[config.mk]
export PLATFORM = sky130hd
export DESIGN_NAME = uart_rx_fifo_flat
export DESIGN_NICKNAME = d
export VERILOG_FILES = /design/src/rtl/uart_rx_fifo_if.sv /design/src/rtl/uart_rx_fifo.sv /design/src/flat_wrapper.sv
export SDC_FILE = /design/constraint.sdc
export NUM_CORES = 1
export LEC_CHECK = 0
export ABC_AREA = 1
export ABC_CLOCK_PERIOD_IN_PS = 3300
export CAP_MARGIN = 10
export CORE_AREA = 2 2 92 94
export CTS_CLUSTER_SIZE = 28
export DETAILED_ROUTE_END_ITERATION = 12
export DIE_AREA = 0 0 94 96
export GPL_TIMING_DRIVEN = 0
export PLACE_DENSITY_LB_ADDON = 0.15
export SYNTH_ARGS = -nofsm -noshare
export SYNTH_HDL_FRONTEND = slang
export SYNTH_SLANG_ARGS = --single-unit
[constraint.sdc]
create_clock -name sysclk -period 3.3 [get_ports sysclk]
set_clock_uncertainty 0.2 [all_clocks]
set_input_delay 0.33 -clock sysclk [delete_from_list [all_inputs] [get_ports sysclk]]
set_output_delay 0.33 -clock sysclk [all_outputs]
set_load 0.01 [all_outputs]
[src/rtl/uart_rx_fifo_if.sv]
// Receive-side stream handshake: head-of-FIFO data with its error tags,
// plus the consumer's accept strobe.
interface uart_rx_fifo_if;
  logic [7:0] rx_data;
  logic       rx_valid;
  logic       rx_ready;
  logic       rx_perr;
  logic       rx_ferr;

  modport master (output rx_data, output rx_valid, output rx_perr,
                  output rx_ferr, input rx_ready);
  modport slave  (input rx_data, input rx_valid, input rx_perr,
                  input rx_ferr, output rx_ready);
endinterface

[src/rtl/uart_rx_fifo.sv]
// UART receiver with 16x oversampling, majority voting, optional parity,
// break handling and a small receive FIFO tagging each frame with its
// parity and framing error status.
module uart_rx_fifo #(
  parameter int CLK_HZ     = 100000000,
  parameter int BAUD       = 9600,
  parameter int DATA_BITS  = 8,
  parameter int PARITY     = 0,
  parameter int FIFO_DEPTH = 4
) (
  input  logic             sysclk,
  input  logic             reset,
  input  logic             UART_RX,
  uart_rx_fifo_if.master   rx,
  output logic             overrun,
  input  logic             overrun_clr,
  output logic             busy
);

  localparam int DIV_RAW = (CLK_HZ + 8 * BAUD) / (16 * BAUD);
  localparam int DIV     = (DIV_RAW < 1) ? 1 : DIV_RAW;
  localparam int CW      = (DIV > 1) ? $clog2(DIV) : 1;
  localparam int AW      = $clog2(FIFO_DEPTH);
  localparam int EW      = DATA_BITS + 2;

  typedef enum logic [2:0] {
    S_IDLE, S_START, S_DATA, S_PARITY, S_STOP, S_BREAK
  } state_t;

  state_t                 state_reg;
  logic                   sync1_reg, sync2_reg, line_prev_reg;
  logic [1:0]             sync_vld_reg;
  logic [CW-1:0]          tick_cnt_reg;
  logic [3:0]             phase_reg;
  logic [3:0]             bit_cnt_reg;
  logic                   s7_reg, s8_reg;
  logic [DATA_BITS-1:0]   shift_reg;
  logic                   perr_reg;
  logic                   busy_reg;
  logic                   overrun_reg;
  logic [AW:0]            wr_ptr_reg, rd_ptr_reg;
  logic [EW-1:0]          mem [FIFO_DEPTH];

  logic tick, fall, maj, par_exp, wr_en, full, empty, pop, accept;
  logic [EW-1:0] head_entry;
  logic [7:0]    data_ext;

  // Two-flop synchronizer; the valid shift marks when sync2 holds a real
  // line sample so a line already low at reset release is not an edge.
  always_ff @(posedge sysclk or negedge reset) begin
    if (!reset) begin
      sync1_reg     <= 1'b1;
      sync2_reg     <= 1'b1;
      sync_vld_reg  <= 2'b00;
      line_prev_reg <= 1'b0;
    end else begin
      sync1_reg     <= UART_RX;
      sync2_reg     <= sync1_reg;
      sync_vld_reg  <= {sync_vld_reg[0], 1'b1};
      line_prev_reg <= sync_vld_reg[1] ? sync2_reg : 1'b0;
    end
  end

  assign fall = line_prev_reg && !sync2_reg && sync_vld_reg[1];
  assign tick = (tick_cnt_reg == CW'(DIV - 1));

  // Oversampling tick divider, re-phased at each detected start edge.
  always_ff @(posedge sysclk or negedge reset) begin
    if (!reset) begin
      tick_cnt_reg <= '0;
    end else if ((state_reg == S_IDLE && fall) || tick) begin
      tick_cnt_reg <= '0;
    end else begin
      tick_cnt_reg <= tick_cnt_reg + CW'(1);
    end
  end

  assign maj     = (s7_reg & s8_reg) | (s7_reg & sync2_reg) | (s8_reg & sync2_reg);
  assign par_exp = (PARITY == 1) ? ~(^shift_reg) : (^shift_reg);

  // Frame decoder: walks start, data, optional parity and stop bits.
  always_ff @(posedge sysclk or negedge reset) begin
    if (!reset) begin
      state_reg   <= S_IDLE;
      phase_reg   <= '0;
      bit_cnt_reg <= '0;
      s7_reg      <= 1'b1;
      s8_reg      <= 1'b1;
      shift_reg   <= '0;
      perr_reg    <= 1'b0;
      busy_reg    <= 1'b0;
    end else begin
      case (state_reg)
        S_IDLE: begin
          if (fall) begin
            state_reg   <= S_START;
            phase_reg   <= '0;
            bit_cnt_reg <= '0;
            perr_reg    <= 1'b0;
            busy_reg    <= 1'b1;
          end
        end
        S_BREAK: begin
          if (sync2_reg) begin
            state_reg <= S_IDLE;
            busy_reg  <= 1'b0;
          end
        end
        default: begin
          if (tick) begin
            phase_reg <= phase_reg + 4'd1;
            if (phase_reg == 4'd7) s7_reg <= sync2_reg;
            if (phase_reg == 4'd8) s8_reg <= sync2_reg;
            case (state_reg)
              S_START: begin
                if (phase_reg == 4'd9 && maj) begin
                  state_reg <= S_IDLE;
                  busy_reg  <= 1'b0;
                end else if (phase_reg == 4'd15) begin
                  state_reg <= S_DATA;
                end
              end
              S_DATA: begin
                if (phase_reg == 4'd9) begin
                  if (DATA_BITS > 1) shift_reg <= {maj, shift_reg[DATA_BITS-1:1]};
                  else               shift_reg <= maj;
                  bit_cnt_reg <= bit_cnt_reg + 4'd1;
                end
                if (phase_reg == 4'd15 && bit_cnt_reg == 4'(DATA_BITS))
                  state_reg <= (PARITY != 0) ? S_PARITY : S_STOP;
              end
              S_PARITY: begin
                if (phase_reg == 4'd9)  perr_reg  <= maj ^ par_exp;
                if (phase_reg == 4'd15) state_reg <= S_STOP;
              end
              S_STOP: begin
                if (phase_reg == 4'd9) begin
                  state_reg <= maj ? S_IDLE : S_BREAK;
                  busy_reg  <= ~maj;
                end
              end
              default: ;
            endcase
          end
        end
      endcase
    end
  end

  assign wr_en  = (state_reg == S_STOP) && tick && (phase_reg == 4'd9);
  assign empty  = (wr_ptr_reg == rd_ptr_reg);
  assign full   = (wr_ptr_reg[AW] != rd_ptr_reg[AW]) &&
                  (wr_ptr_reg[AW-1:0] == rd_ptr_reg[AW-1:0]);
  assign pop    = !empty && rx.rx_ready;
  assign accept = wr_en && (!full || pop);

  // FIFO storage; a pop in the same cycle frees the slot being written.
  always_ff @(posedge sysclk) begin
    if (accept) mem[wr_ptr_reg[AW-1:0]] <= {~maj, perr_reg, shift_reg};
  end

  // FIFO pointers and sticky overrun flag (set dominates clear).
  always_ff @(posedge sysclk or negedge reset) begin
    if (!reset) begin
      wr_ptr_reg  <= '0;
      rd_ptr_reg  <= '0;
      overrun_reg <= 1'b0;
    end else begin
      if (accept) wr_ptr_reg <= wr_ptr_reg + 1'b1;
      if (pop)    rd_ptr_reg <= rd_ptr_reg + 1'b1;
      if (wr_en && full && !pop) overrun_reg <= 1'b1;
      else if (overrun_clr)      overrun_reg <= 1'b0;
    end
  end

  assign head_entry = mem[rd_ptr_reg[AW-1:0]];

  for (genvar gi = 0; gi < 8; gi++) begin : g_ext
    if (gi < DATA_BITS) begin : g_bit
      assign data_ext[gi] = head_entry[gi];
    end else begin : g_zero
      assign data_ext[gi] = 1'b0;
    end
  end

  assign rx.rx_valid = !empty;
  assign rx.rx_data  = empty ? 8'h00 : data_ext;
  assign rx.rx_perr  = !empty && head_entry[DATA_BITS];
  assign rx.rx_ferr  = !empty && head_entry[DATA_BITS+1];
  assign overrun     = overrun_reg;
  assign busy        = busy_reg;

endmodule

[src/flat_wrapper.sv]
// flat-port wrapper written by rule: the top's interface ports become plain ports
module uart_rx_fifo_flat 
#(
  parameter int CLK_HZ     = 100000000,
  parameter int BAUD       = 9600,
  parameter int DATA_BITS  = 8,
  parameter int PARITY     = 0,
  parameter int FIFO_DEPTH = 4
)
  (sysclk, reset, UART_RX, overrun, overrun_clr, busy, rx_rx_data, rx_rx_valid, rx_rx_perr, rx_rx_ferr, rx_rx_ready);
  uart_rx_fifo_if rx_i ();
  input  logic sysclk;
  input  logic reset;
  input  logic UART_RX;
  output logic overrun;
  input  logic overrun_clr;
  output logic busy;
  output wire logic [$bits(rx_i.rx_data)-1:0] rx_rx_data;
  output wire logic [$bits(rx_i.rx_valid)-1:0] rx_rx_valid;
  output wire logic [$bits(rx_i.rx_perr)-1:0] rx_rx_perr;
  output wire logic [$bits(rx_i.rx_ferr)-1:0] rx_rx_ferr;
  input wire logic [$bits(rx_i.rx_ready)-1:0] rx_rx_ready;
  assign rx_rx_data = rx_i.rx_data;
  assign rx_rx_valid = rx_i.rx_valid;
  assign rx_rx_perr = rx_i.rx_perr;
  assign rx_rx_ferr = rx_i.rx_ferr;
  assign rx_i.rx_ready = rx_rx_ready;
  uart_rx_fifo #(.CLK_HZ(CLK_HZ), .BAUD(BAUD), .DATA_BITS(DATA_BITS), .PARITY(PARITY), .FIFO_DEPTH(FIFO_DEPTH)) u_core (.sysclk(sysclk), .reset(reset), .UART_RX(UART_RX), .rx(rx_i), .overrun(overrun), .overrun_clr(overrun_clr), .busy(busy));
endmodule
==> results of run 1 <==
[area by class of cell]
type                       count  area [sq um]
tap                          105           131
clock inverter                 7          75.1
clock buffer                   9           124
multi-input combinational    308          1720
inverter                      56           213
fill                         692          3200
timing repair buffer          19           195
sequential                    85          2330
buffer                        11          62.6
[cells by family (layout without fill, tap and decap cells)]
family,after synthesis,after routing,synth area share [%]
other cells,1,1,0.0867
buf+inv,67,102,6.37
compound gates,46,46,6.83
fa+ha+maj,12,12,3.47
flops,85,85,54.0
xor+xnor,13,13,2.63
simple gates,236,236,26.7
[Yosys cell counts (3+ instances only)]
master | count | area share [%]
sky130_fd_sc_hd__a21oi_1 | 7 | 0.81
sky130_fd_sc_hd__clkbuf_1 | 4 | 0.35
sky130_fd_sc_hd__dfrtp_1 | 41 | 24
sky130_fd_sc_hd__dfstp_2 | 4 | 2.4
sky130_fd_sc_hd__edfxtp_1 | 40 | 28
sky130_fd_sc_hd__ha_1 | 12 | 3.5
sky130_fd_sc_hd__inv_1 | 47 | 4.1
sky130_fd_sc_hd__inv_2 | 7 | 0.61
sky130_fd_sc_hd__nand2_1 | 108 | 9.4
sky130_fd_sc_hd__nand2_2 | 9 | 1.3
sky130_fd_sc_hd__nand3_1 | 26 | 3.0
sky130_fd_sc_hd__nand3_2 | 3 | 0.69
sky130_fd_sc_hd__nand4_1 | 6 | 0.87
sky130_fd_sc_hd__nor2_1 | 56 | 4.9
sky130_fd_sc_hd__nor2_2 | 4 | 0.58
sky130_fd_sc_hd__nor2_4 | 6 | 1.6
sky130_fd_sc_hd__nor3_1 | 7 | 0.81
sky130_fd_sc_hd__o21ai_0 | 12 | 1.4
sky130_fd_sc_hd__o21ai_1 | 8 | 0.93
sky130_fd_sc_hd__o21ai_2 | 6 | 1.2
sky130_fd_sc_hd__o32ai_1 | 10 | 2.0
sky130_fd_sc_hd__xnor2_1 | 4 | 0.81
sky130_fd_sc_hd__xor2_1 | 9 | 1.8
[per-layer routing]
metal | global-route usage (%) | share of wire [%] | routed length [microns] | up-vias
met2 | 37.1 | 53 | 4320 | 36
met3 | 4.31 | 2.6 | 215 | 7
met5 | 0 | 0 | 0 | -
met1 | 22.2 | 43 | 3520 | 1453
li1 | - | - | - | 1559
met4 | 6.76 | 1.1 | 89 | 0
[worst max-delay path: cells and delay by family (launching register included)]
family          cells  cell delay (ps)
compound gates      1              260
buf+inv             4             1210
flops               1              440
simple gates        2              180
[how the worst max path moves through the flow]
stage | startpoint | depth (start not counted) | slack (ps) | to
after CTS | u_core.rd_ptr_reg[0]$_DFFE_PN0P_ | 7 | 330 | rx_rx_data[0]
final | u_core.rd_ptr_reg[0]$_DFFE_PN0P_ | 7 | 330 | rx_rx_data[0]
after detailed placement | u_core.tick_cnt_reg[0]$_DFF_PN0_ | 8 | 480 | u_core.mem[1][0]$_DFFE_PP_
after global placement | reset | 1 | 430 | u_core.shift_reg[4]$_DFFE_PN0P_
after global routing | u_core.rd_ptr_reg[0]$_DFFE_PN0P_ | 7 | 170 | rx_rx_data[3]
after floorplan | u_core.tick_cnt_reg[0]$_DFF_PN0_ | 8 | 1000 | u_core.mem[0][0]$_DFFE_PP_
[through the flow]
step                      util (%)  hold slack (ps)  setup slack [ps]  area [sq um]
after detailed placement      57.6              127               479          4640
after CTS                     60.2              156               327          4850
after floorplan                  -             -166               998          4320
final                         60.2              153               329          4850
after global routing          60.2              158               173          4850
after global placement        57.4              133               427          4620
[power groups by stage]
stage / clock, W / sequential, W / combinational [W]
finish: 0.000739 / 0.00137 / 0.00156
floorplan: 0 / 0.00136 / 0.00110
CTS: 0.000752 / 0.00137 / 0.00158
global placement: 0 / 0.00139 / 0.00153
global route: 0.000795 / 0.00139 / 0.00175
detailed placement: 0 / 0.00139 / 0.00157
[timing repair]
item	in CTS	in global routing
hold buffers	1	0
hold endpoints to repair	19	0
setup endpoints to repair	0	0
resized for setup	0	0
==> results.yml, run 1 <==
timing:
  timing.setup.tns_ps: 0
  finalHoldViolations: 0
  maxSlewViolCount: 0
  fin_crit_ps: 2970
  slew-limit-headroom_pct: 31.8
  grt_setup_unrepaired: "false"
  maxClockFrequency_mhz: 337
  setup_violations: 0
  fin_crit_sh_pct: 90.0
  worstMarginPinSlew_ps: 1020
global_routing:
  global_route_wire_length_before_repair_microns: 13600
  largest_net_degree_at_the_start_of_global_routing: 27
  antenna_found_initial: 0
  grt_util_all_layers_pct: 19.7
  grt_pass1_vias: 2998
  overflow: 0
die:
  floorplan.initialDensity_pct: 53.7
  io_pins: 18
  die_height_microns: 96
  floorplan.core_area_sq_um: 8050
  dieArea_sq_um: 9020
  chipWidth_microns: 94
  placementRows: 33
clock_network:
  clock_sink_count: 85
  h-tree-depth: 3
  clock_tree.root_cell: "sky130_fd_sc_hd__clkbuf_8"
  tritoncts_clock_tree: "done"
  clock_path_buffers: 2
  cts_clk_pin_slew_worst_paths_ps: 90
  numCtsBuffers: 9
  worst_skew_pair.late_latency_ps: 350
  postCtsSetupBuffers: 0
layout:
  largest_register_ffs: 40
  layout-drive-gt1-share_pct: 14.5
  area_growth_syn_to_layout_pct: 12.2
  layout_common_cells: "108 x sky130_fd_sc_hd__nand2_1, 56 x sky130_fd_sc_hd__nor2_1, 47 x sky130_fd_sc_hd__inv_1"
  num-nets-final: 507
  most_common_cell_after_layout_fill_and_taps_aside: "sky130_fd_sc_hd__nand2_1"
  num_antenna_cells: 0
  instances_no_fill: 600
logic_synthesis:
  total_of_warnings_raised_by_yosys: 0
  syn-instance-count: 460
  synthFlopType: "sky130_fd_sc_hd__dfrtp_1"
  yosys.cell_types.count: 42
  synth.net_count: 477
  mappedNetlistArea_sq_um: 4320
  synth_seq_area_share_pct: 54.0
  asyncSetResetFlopFracSynth_pct: 52.9
  syn_avg_cell_area_sq_um: 9.40
  synth-edff-count: 40
  ys_seq_elements: 85
worst_setup_path:
  critPathMostFrequentCell: "sky130_fd_sc_hd__inv_1"
  worstPathMaxFanout: 10
  r2r_end: "u_core.mem[0][7]$_DFFE_PP_"
  worstReg2RegStart: "u_core.tick_cnt_reg[0]$_DFF_PN0_"
  cp.required_ps: 2770
  critical_path_cell_by_cell: "inv_1 -> clkbuf_1 -> nor2_1 -> o32ai_1 -> nand2_1 -> inv_1 -> clkdlybuf4s50_1"
  worstSetupPathType: "reg2out"
  rrSetupSlack_ps: 520
  worst_ep_arrival_time_ps: 2440
  worstSetupEndpointType: "output pin"
  reg2reg_depth: 8
  cpMaxStageDelayCell: "sky130_fd_sc_hd__clkdlybuf4s50_1"
  crit_path_largest_cell_delay_ps: 520
  startpoint_type: "flop"
pwr:
  max-vdd-ir-drop_v: 0.000398
  pwr-share-clk_pct: 20.1
  power.share.switching_pct: 40.1
  power.combinational.fraction_pct: 42.6
  power.internal_w: 0.00220
  cellPowerDensity_nw_per_um2: 758
  p_seq_share_pct: 37.3
  total_switching_power_w: 0.00147
  power_leakage_nw: 2.20
  design_power_total_w: 0.00367
drt:
  post-route-drc-count: 0
  number_of_antenna_violating_nets_in_the_routed_design: 0
  first_iter_violations: 108
  detail_route.wirelength_microns: 8140
  drt-vias-per-instance: 5.09
  first_pass_iters: 4
  vias: 3055
  drt-wirelength-per-cell_microns: 13.6
min_path:
  worstHoldPathCells: 0
  hold_end: "u_core.sync_vld_reg[1]$_DFF_PN0_"
  hold_path_class: "reg2reg"
  timing.hold.worst.start: "u_core.sync_vld_reg[0]$_DFF_PN0_"
place:
  place.detailed.hpwl_microns: 5570
  port-buffer-count: 17
  post-place-cells: 583
  gpl.final_weighted_congestion: 0.884
run_status:
  status: "finished clean"
run:
  drv.max_cap_violation_count: 0
No activity file was read; power rests on OpenSTA's default activity.
==> run 2, diff against run 1 <==
--- a/config.mk
+++ b/config.mk
@@ -14,6 +14,8 @@
 export DIE_AREA = 0 0 94 96
 export GPL_TIMING_DRIVEN = 0
 export PLACE_DENSITY_LB_ADDON = 0.15
+export REMOVE_ABC_BUFFERS = 1
+export SKIP_CTS_REPAIR_TIMING = 1
 export SYNTH_ARGS = -nofsm -noshare
 export SYNTH_HDL_FRONTEND = slang
 export SYNTH_SLANG_ARGS = --single-unit
==> results.yml, run 2 (synthesis gave the netlist of run 1 again) <==
global_routing:
  grt_util_all_layers_pct: 19.4
  overflow: 0
  antenna_found_initial: 0
  largest_net_degree_at_the_start_of_global_routing: 30
  grt_pass1_vias: 2956
  global_route_wire_length_before_repair_microns: 13500
die:
  dieArea_sq_um: 9020
  floorplan.initialDensity_pct: 53.7
  die_height_microns: 96
  floorplan.core_area_sq_um: 8050
  io_pins: 18
  placementRows: 33
  chipWidth_microns: 94
clock_network:
  clock_sink_count: 85
  clock_tree.root_cell: "sky130_fd_sc_hd__clkbuf_8"
  numCtsBuffers: 9
  worst_skew_pair.late_latency_ps: 360
  h-tree-depth: 3
  tritoncts_clock_tree: "done"
  clock_path_buffers: 2
  cts_clk_pin_slew_worst_paths_ps: 90
drt:
  first_pass_iters: 5
  drt-vias-per-instance: 5.15
  vias: 3038
  drt-wirelength-per-cell_microns: 13.1
  first_iter_violations: 181
  post-route-drc-count: 0
  detail_route.wirelength_microns: 7750
  number_of_antenna_violating_nets_in_the_routed_design: 0
pwr:
  power.share.switching_pct: 39.0
  cellPowerDensity_nw_per_um2: 761
  power.internal_w: 0.00224
  power.combinational.fraction_pct: 37.5
  p_seq_share_pct: 40.3
  max-vdd-ir-drop_v: 0.000371
  total_switching_power_w: 0.00143
  power_leakage_nw: 2.18
  pwr-share-clk_pct: 22.2
worst_setup_path:
  timing.critical_path.buf_inv: 3
  cpLargestDelayFamily: "buffers and inverters"
  critical_path_cell_by_cell: "clkinvlp_4 -> nand2_1 -> a21oi_1 -> nand2_2 -> nand2_1 -> inv_1 -> clkdlybuf4s50_1"
  crit_path_largest_cell_delay_ps: 610
  cp.required_ps: 2770
  worst_ep_arrival_time_ps: 2440
  cpMaxStageDelayCell: "sky130_fd_sc_hd__dfrtp_4"
  worstSetupEndpointType: "output pin"
  worstPathMaxFanout: 24
  critPathMostFrequentCell: "sky130_fd_sc_hd__nand2_1"
  startpoint_type: "flop"
  worstSetupPathType: "reg2out"
layout:
  most_common_cell_after_layout_fill_and_taps_aside: "sky130_fd_sc_hd__nand2_1"
  postLayoutCellArea_sq_um: 4820
  layout-drive-gt1-share_pct: 14.4
  num-nets-final: 497
  area_growth_syn_to_layout_pct: 11.6
  num_antenna_cells: 0
  layout_common_cells: "107 x sky130_fd_sc_hd__nand2_1, 56 x sky130_fd_sc_hd__nor2_1, 46 x sky130_fd_sc_hd__inv_1"
  largest_register_ffs: 40
run_status:
  status: "finished clean"
timing:
  worstMarginPinSlew_ps: 1000
  fin_crit_sh_pct: 90.0
  grt_setup_unrepaired: "false"
  holdWs_ps: 162
  slew-limit-headroom_pct: 33.0
  maxSlewViolCount: 0
  worst_slack_ps: 331
  maxClockFrequency_mhz: 337
  fin_crit_ps: 2970
  finalHoldViolations: 0
  setup_violations: 0
place:
  placement.setup.worst_slack_ps: -89.2
  gpl.final_weighted_congestion: 0.862
  postPlaceCellArea_sq_um: 4580
  place.detailed.hpwl_microns: 5170
  port-buffer-count: 17
min_path:
  hold_path_class: "reg2reg"
run:
  drv.max_cap_violation_count: 0
-- run 2: through the flow --
stage / TNS [ps] / util [%] / cells / total power (W)
2_1_floorplan: 0 / - / 449 / 0.00240
3_3_place_gp: -1360 / 56.7 / 571 / 0.00283
3_5_place_dp: -2390 / 56.8 / 572 / 0.00287
4_1_cts: -7910 / 59.6 / 588 / 0.00368
5_1_grt: 0 / 59.9 / 590 / 0.00396
6_report: 0 / 59.9 / 590 / 0.00367
-- run 2: layout make-up --
class,instances,area (sq um)
multi-input cells,308,1720
well taps,105,131
clock inverters,7,97.6
clock buffers,9,124
flip-flops and latches,85,2340
inverters,56,216
repair inverters,1,5.00
fillers,688,3230
repair buffers,19,195
-- run 2: path summary, 6_finish.rpt --
| check | cells past startpoint | slack [ps] | start | end |
|---|---|---|---|---|
| min in group asynchronous | 2 | 230 | reset | u_core.tick_cnt_reg[7]$_DFF_PN0_ |
| max in group asynchronous | 3 | 2110 | reset | u_core.sync2_reg$_DFF_PN1_ |
| max | 7 | 330 | u_core.rd_ptr_reg[0]$_DFFE_PN0P_ | rx_rx_data[6] |
| min | 0 | 160 | u_core.sync_vld_reg[0]$_DFF_PN0_ | u_core.sync_vld_reg[1]$_DFF_PN0_ |
| min reg2reg | 0 | 160 | u_core.sync_vld_reg[0]$_DFF_PN0_ | u_core.sync_vld_reg[1]$_DFF_PN0_ |
| max reg2reg | 6 | 470 | u_core.rd_ptr_reg[0]$_DFFE_PN0P_ | u_core.mem[3][7]$_DFFE_PP_ |
-- run 2: worst register-to-register path, stage by stage (launching register included) --
cell,delay (ps)
sky130_fd_sc_hd__dfrtp_4,610
sky130_fd_sc_hd__clkinvlp_4,310
sky130_fd_sc_hd__nand2_1,130
sky130_fd_sc_hd__a21oi_1,90
sky130_fd_sc_hd__nand2_1,190
sky130_fd_sc_hd__nand3_4,140
sky130_fd_sc_hd__nor2_1,780
-- run 2: routing by layer --
layer	global-route usage, %	vias up	part of all wire [%]
met5	0	-	0
met4	7.00	0	1.4
met3	3.92	9	3.3
met2	36.2	48	52
met1	22.0	1436	44
li1	-	1545	-
-- run 2: power by group through the flow --
stage	Combinational [W]	Clock, W	Sequential (W)
final	0.00138	0.000815	0.00148
after detailed placement	0.00138	0	0.00149
after global placement	0.00135	0	0.00148
after CTS	0.00138	0.000830	0.00147
after floorplan	0.000973	0	0.00143
after global routing	0.00158	0.000871	0.00151
==> run 3, diff against run 2 <==
--- a/config.mk
+++ b/config.mk
@@ -6,7 +6,7 @@
 export NUM_CORES = 1
 export LEC_CHECK = 0
 export ABC_AREA = 1
-export ABC_CLOCK_PERIOD_IN_PS = 3300
+export ABC_CLOCK_PERIOD_IN_PS = 3600
 export CAP_MARGIN = 10
 export CORE_AREA = 2 2 92 94
 export CTS_CLUSTER_SIZE = 28
==> constraint.sdc (replaced) <==
create_clock -name sysclk -period 3.6 [get_ports sysclk]
set_clock_uncertainty 0.2 [all_clocks]
set_input_delay 0.36 -clock sysclk [delete_from_list [all_inputs] [get_ports sysclk]]
set_output_delay 0.36 -clock sysclk [all_outputs]
set_load 0.1 [all_outputs]
==> results.yml, run 3 (synthesis gave the netlist of run 1 again) <==
run_status:
  status: "finished clean"
worst_setup_path:
  startpoint_type: "flop"
  critical_path_cell_by_cell: "clkinvlp_4 -> nand2_1 -> a21oi_1 -> nand2_1 -> nand2_1 -> inv_1 -> clkbuf_2"
  worstSetupEndpointType: "output pin"
  cp.depth: 7
  critPathMostFrequentCell: "sky130_fd_sc_hd__nand2_1"
  cpLargestDelayFamily: "buffers and inverters"
  worstPathMaxFanout: 24
  timing.critical_path.buf_inv: 3
  crit_path_largest_cell_delay_ps: 670
  worst_ep_arrival_time_ps: 2690
  cpMaxStageDelayCell: "sky130_fd_sc_hd__dfrtp_2"
  worstSetupPathType: "reg2out"
  cp.required_ps: 3040
  reg2reg_depth: 6
die:
  die_height_microns: 96
  chipWidth_microns: 94
  io_pins: 18
  dieArea_sq_um: 9020
  floorplan.initialDensity_pct: 53.7
  placementRows: 33
  floorplan.core_area_sq_um: 8050
pwr:
  pwr-share-clk_pct: 18.9
  power.combinational.fraction_pct: 46.8
  power_leakage_nw: 2.19
  cellPowerDensity_nw_per_um2: 830
  total_switching_power_w: 0.00200
  power.share.switching_pct: 50.5
  power.internal_w: 0.00196
  max-vdd-ir-drop_v: 0.000342
  p_seq_share_pct: 34.3
layout:
  area_growth_syn_to_layout_pct: 10.2
  instances_no_fill: 590
  num_antenna_cells: 0
  num-nets-final: 497
  layout_common_cells: "108 x sky130_fd_sc_hd__nand2_1, 56 x sky130_fd_sc_hd__nor2_1, 46 x sky130_fd_sc_hd__inv_1"
  postLayoutCellArea_sq_um: 4760
  largest_register_ffs: 40
  layout-drive-gt1-share_pct: 16.5
  most_common_cell_after_layout_fill_and_taps_aside: "sky130_fd_sc_hd__nand2_1"
drt:
  post-route-drc-count: 0
  first_pass_iters: 4
  drt-vias-per-instance: 5.16
  number_of_antenna_violating_nets_in_the_routed_design: 0
  detail_route.wirelength_microns: 7780
  drt-wirelength-per-cell_microns: 13.2
  first_iter_violations: 168
  vias: 3043
timing:
  worstMarginPinSlew_ps: 995
  setup_violations: 0
  fin_crit_sh_pct: 90.4
  maxClockFrequency_mhz: 307
  worst_slack_ps: 347
  maxSlewViolCount: 0
  fin_crit_ps: 3250
  slew-limit-headroom_pct: 33.4
  finalHoldViolations: 0
  grt_setup_unrepaired: "false"
global_routing:
  antenna_found_initial: 0
  grt_util_all_layers_pct: 19.4
  global_route_wire_length_before_repair_microns: 13500
  overflow: 0
  grt_pass1_vias: 2956
  largest_net_degree_at_the_start_of_global_routing: 30
place:
  place.detailed.hpwl_microns: 5170
  post-place-cells: 572
  postPlaceCellArea_sq_um: 4580
  gpl.final_weighted_congestion: 0.862
  placement.setup.worst_slack_ps: -327
  port-buffer-count: 17
min_path:
  worstHoldPathCells: 0
  hold_path_class: "reg2reg"
clock_network:
  worst_skew_pair.late_latency_ps: 360
  clock_sink_count: 85
  clock_tree.root_cell: "sky130_fd_sc_hd__clkbuf_8"
  numCtsBuffers: 9
  h-tree-depth: 3
  clock_path_buffers: 2
  tritoncts_clock_tree: "done"
  cts_clk_pin_slew_worst_paths_ps: 90
run:
  drv.max_cap_violation_count: 0
-- run 3: cell count changes in the layout (fill, tap and decap cells not counted), sizes merged --
cell | before | now
clkbuf | 9 | 20
clkdlybuf4s50 | 16 | 5
-- run 3: final timing paths --
| check | startpoint | endpoint | slack [ps] |
|---|---|---|---|
| worst min-delay path | u_core.sync_vld_reg[0]$_DFF_PN0_ | u_core.sync_vld_reg[1]$_DFF_PN0_ | 160 |
| worst max-delay path | u_core.rd_ptr_reg[0]$_DFFE_PN0P_ | rx_rx_data[3] | 350 |
| min in group asynchronous | reset | u_core.tick_cnt_reg[7]$_DFF_PN0_ | 260 |
| worst max register to register | u_core.rd_ptr_reg[0]$_DFFE_PN0P_ | u_core.mem[3][7]$_DFFE_PP_ | 650 |
| max in group asynchronous | reset | u_core.sync2_reg$_DFF_PN1_ | 2380 |
| worst min register to register | u_core.sync_vld_reg[0]$_DFF_PN0_ | u_core.sync_vld_reg[1]$_DFF_PN0_ | 160 |
-- run 3: power groups by stage --
stage	Sequential [W]	Combinational, W	Clock [W]
CTS	0.00135	0.00194	0.000761
detailed placement	0.00137	0.00194	0
global placement	0.00136	0.00191	0
finish	0.00136	0.00185	0.000748
global route	0.00138	0.00203	0.000799
floorplan	0.00135	0.00154	0
-- run 3: area by class of cell --
class | count | area [sq um]
flip-flops and latches | 85 | 2330
clock inverters | 7 | 97.6
inverters | 56 | 216
fillers | 701 | 3290
repair buffers | 19 | 140
repair inverters | 1 | 5.00
clock buffers | 9 | 124
multi-input cells | 308 | 1720
well taps | 105 | 131
-- run 3: stage by stage --
stage          TNS (ps)  hold slack (ps)  utilization, %  total power [W]
3_3_place_gp      -3040              133            56.7          0.00327
5_1_grt               0              171            59.2          0.00421
3_5_place_dp      -3400              122            56.8          0.00331
4_1_cts           -7840             -266            59.6          0.00405
6_report              0              160            59.2          0.00395
2_1_floorplan         0             -136               -          0.00288
-- run 3: routing by layer --
metal  global-route usage [%]  wire [microns]
met5                        0               0
met4                     7.00             116
met3                     3.92             218
met2                     36.2            3960
met1                     22.0            3490
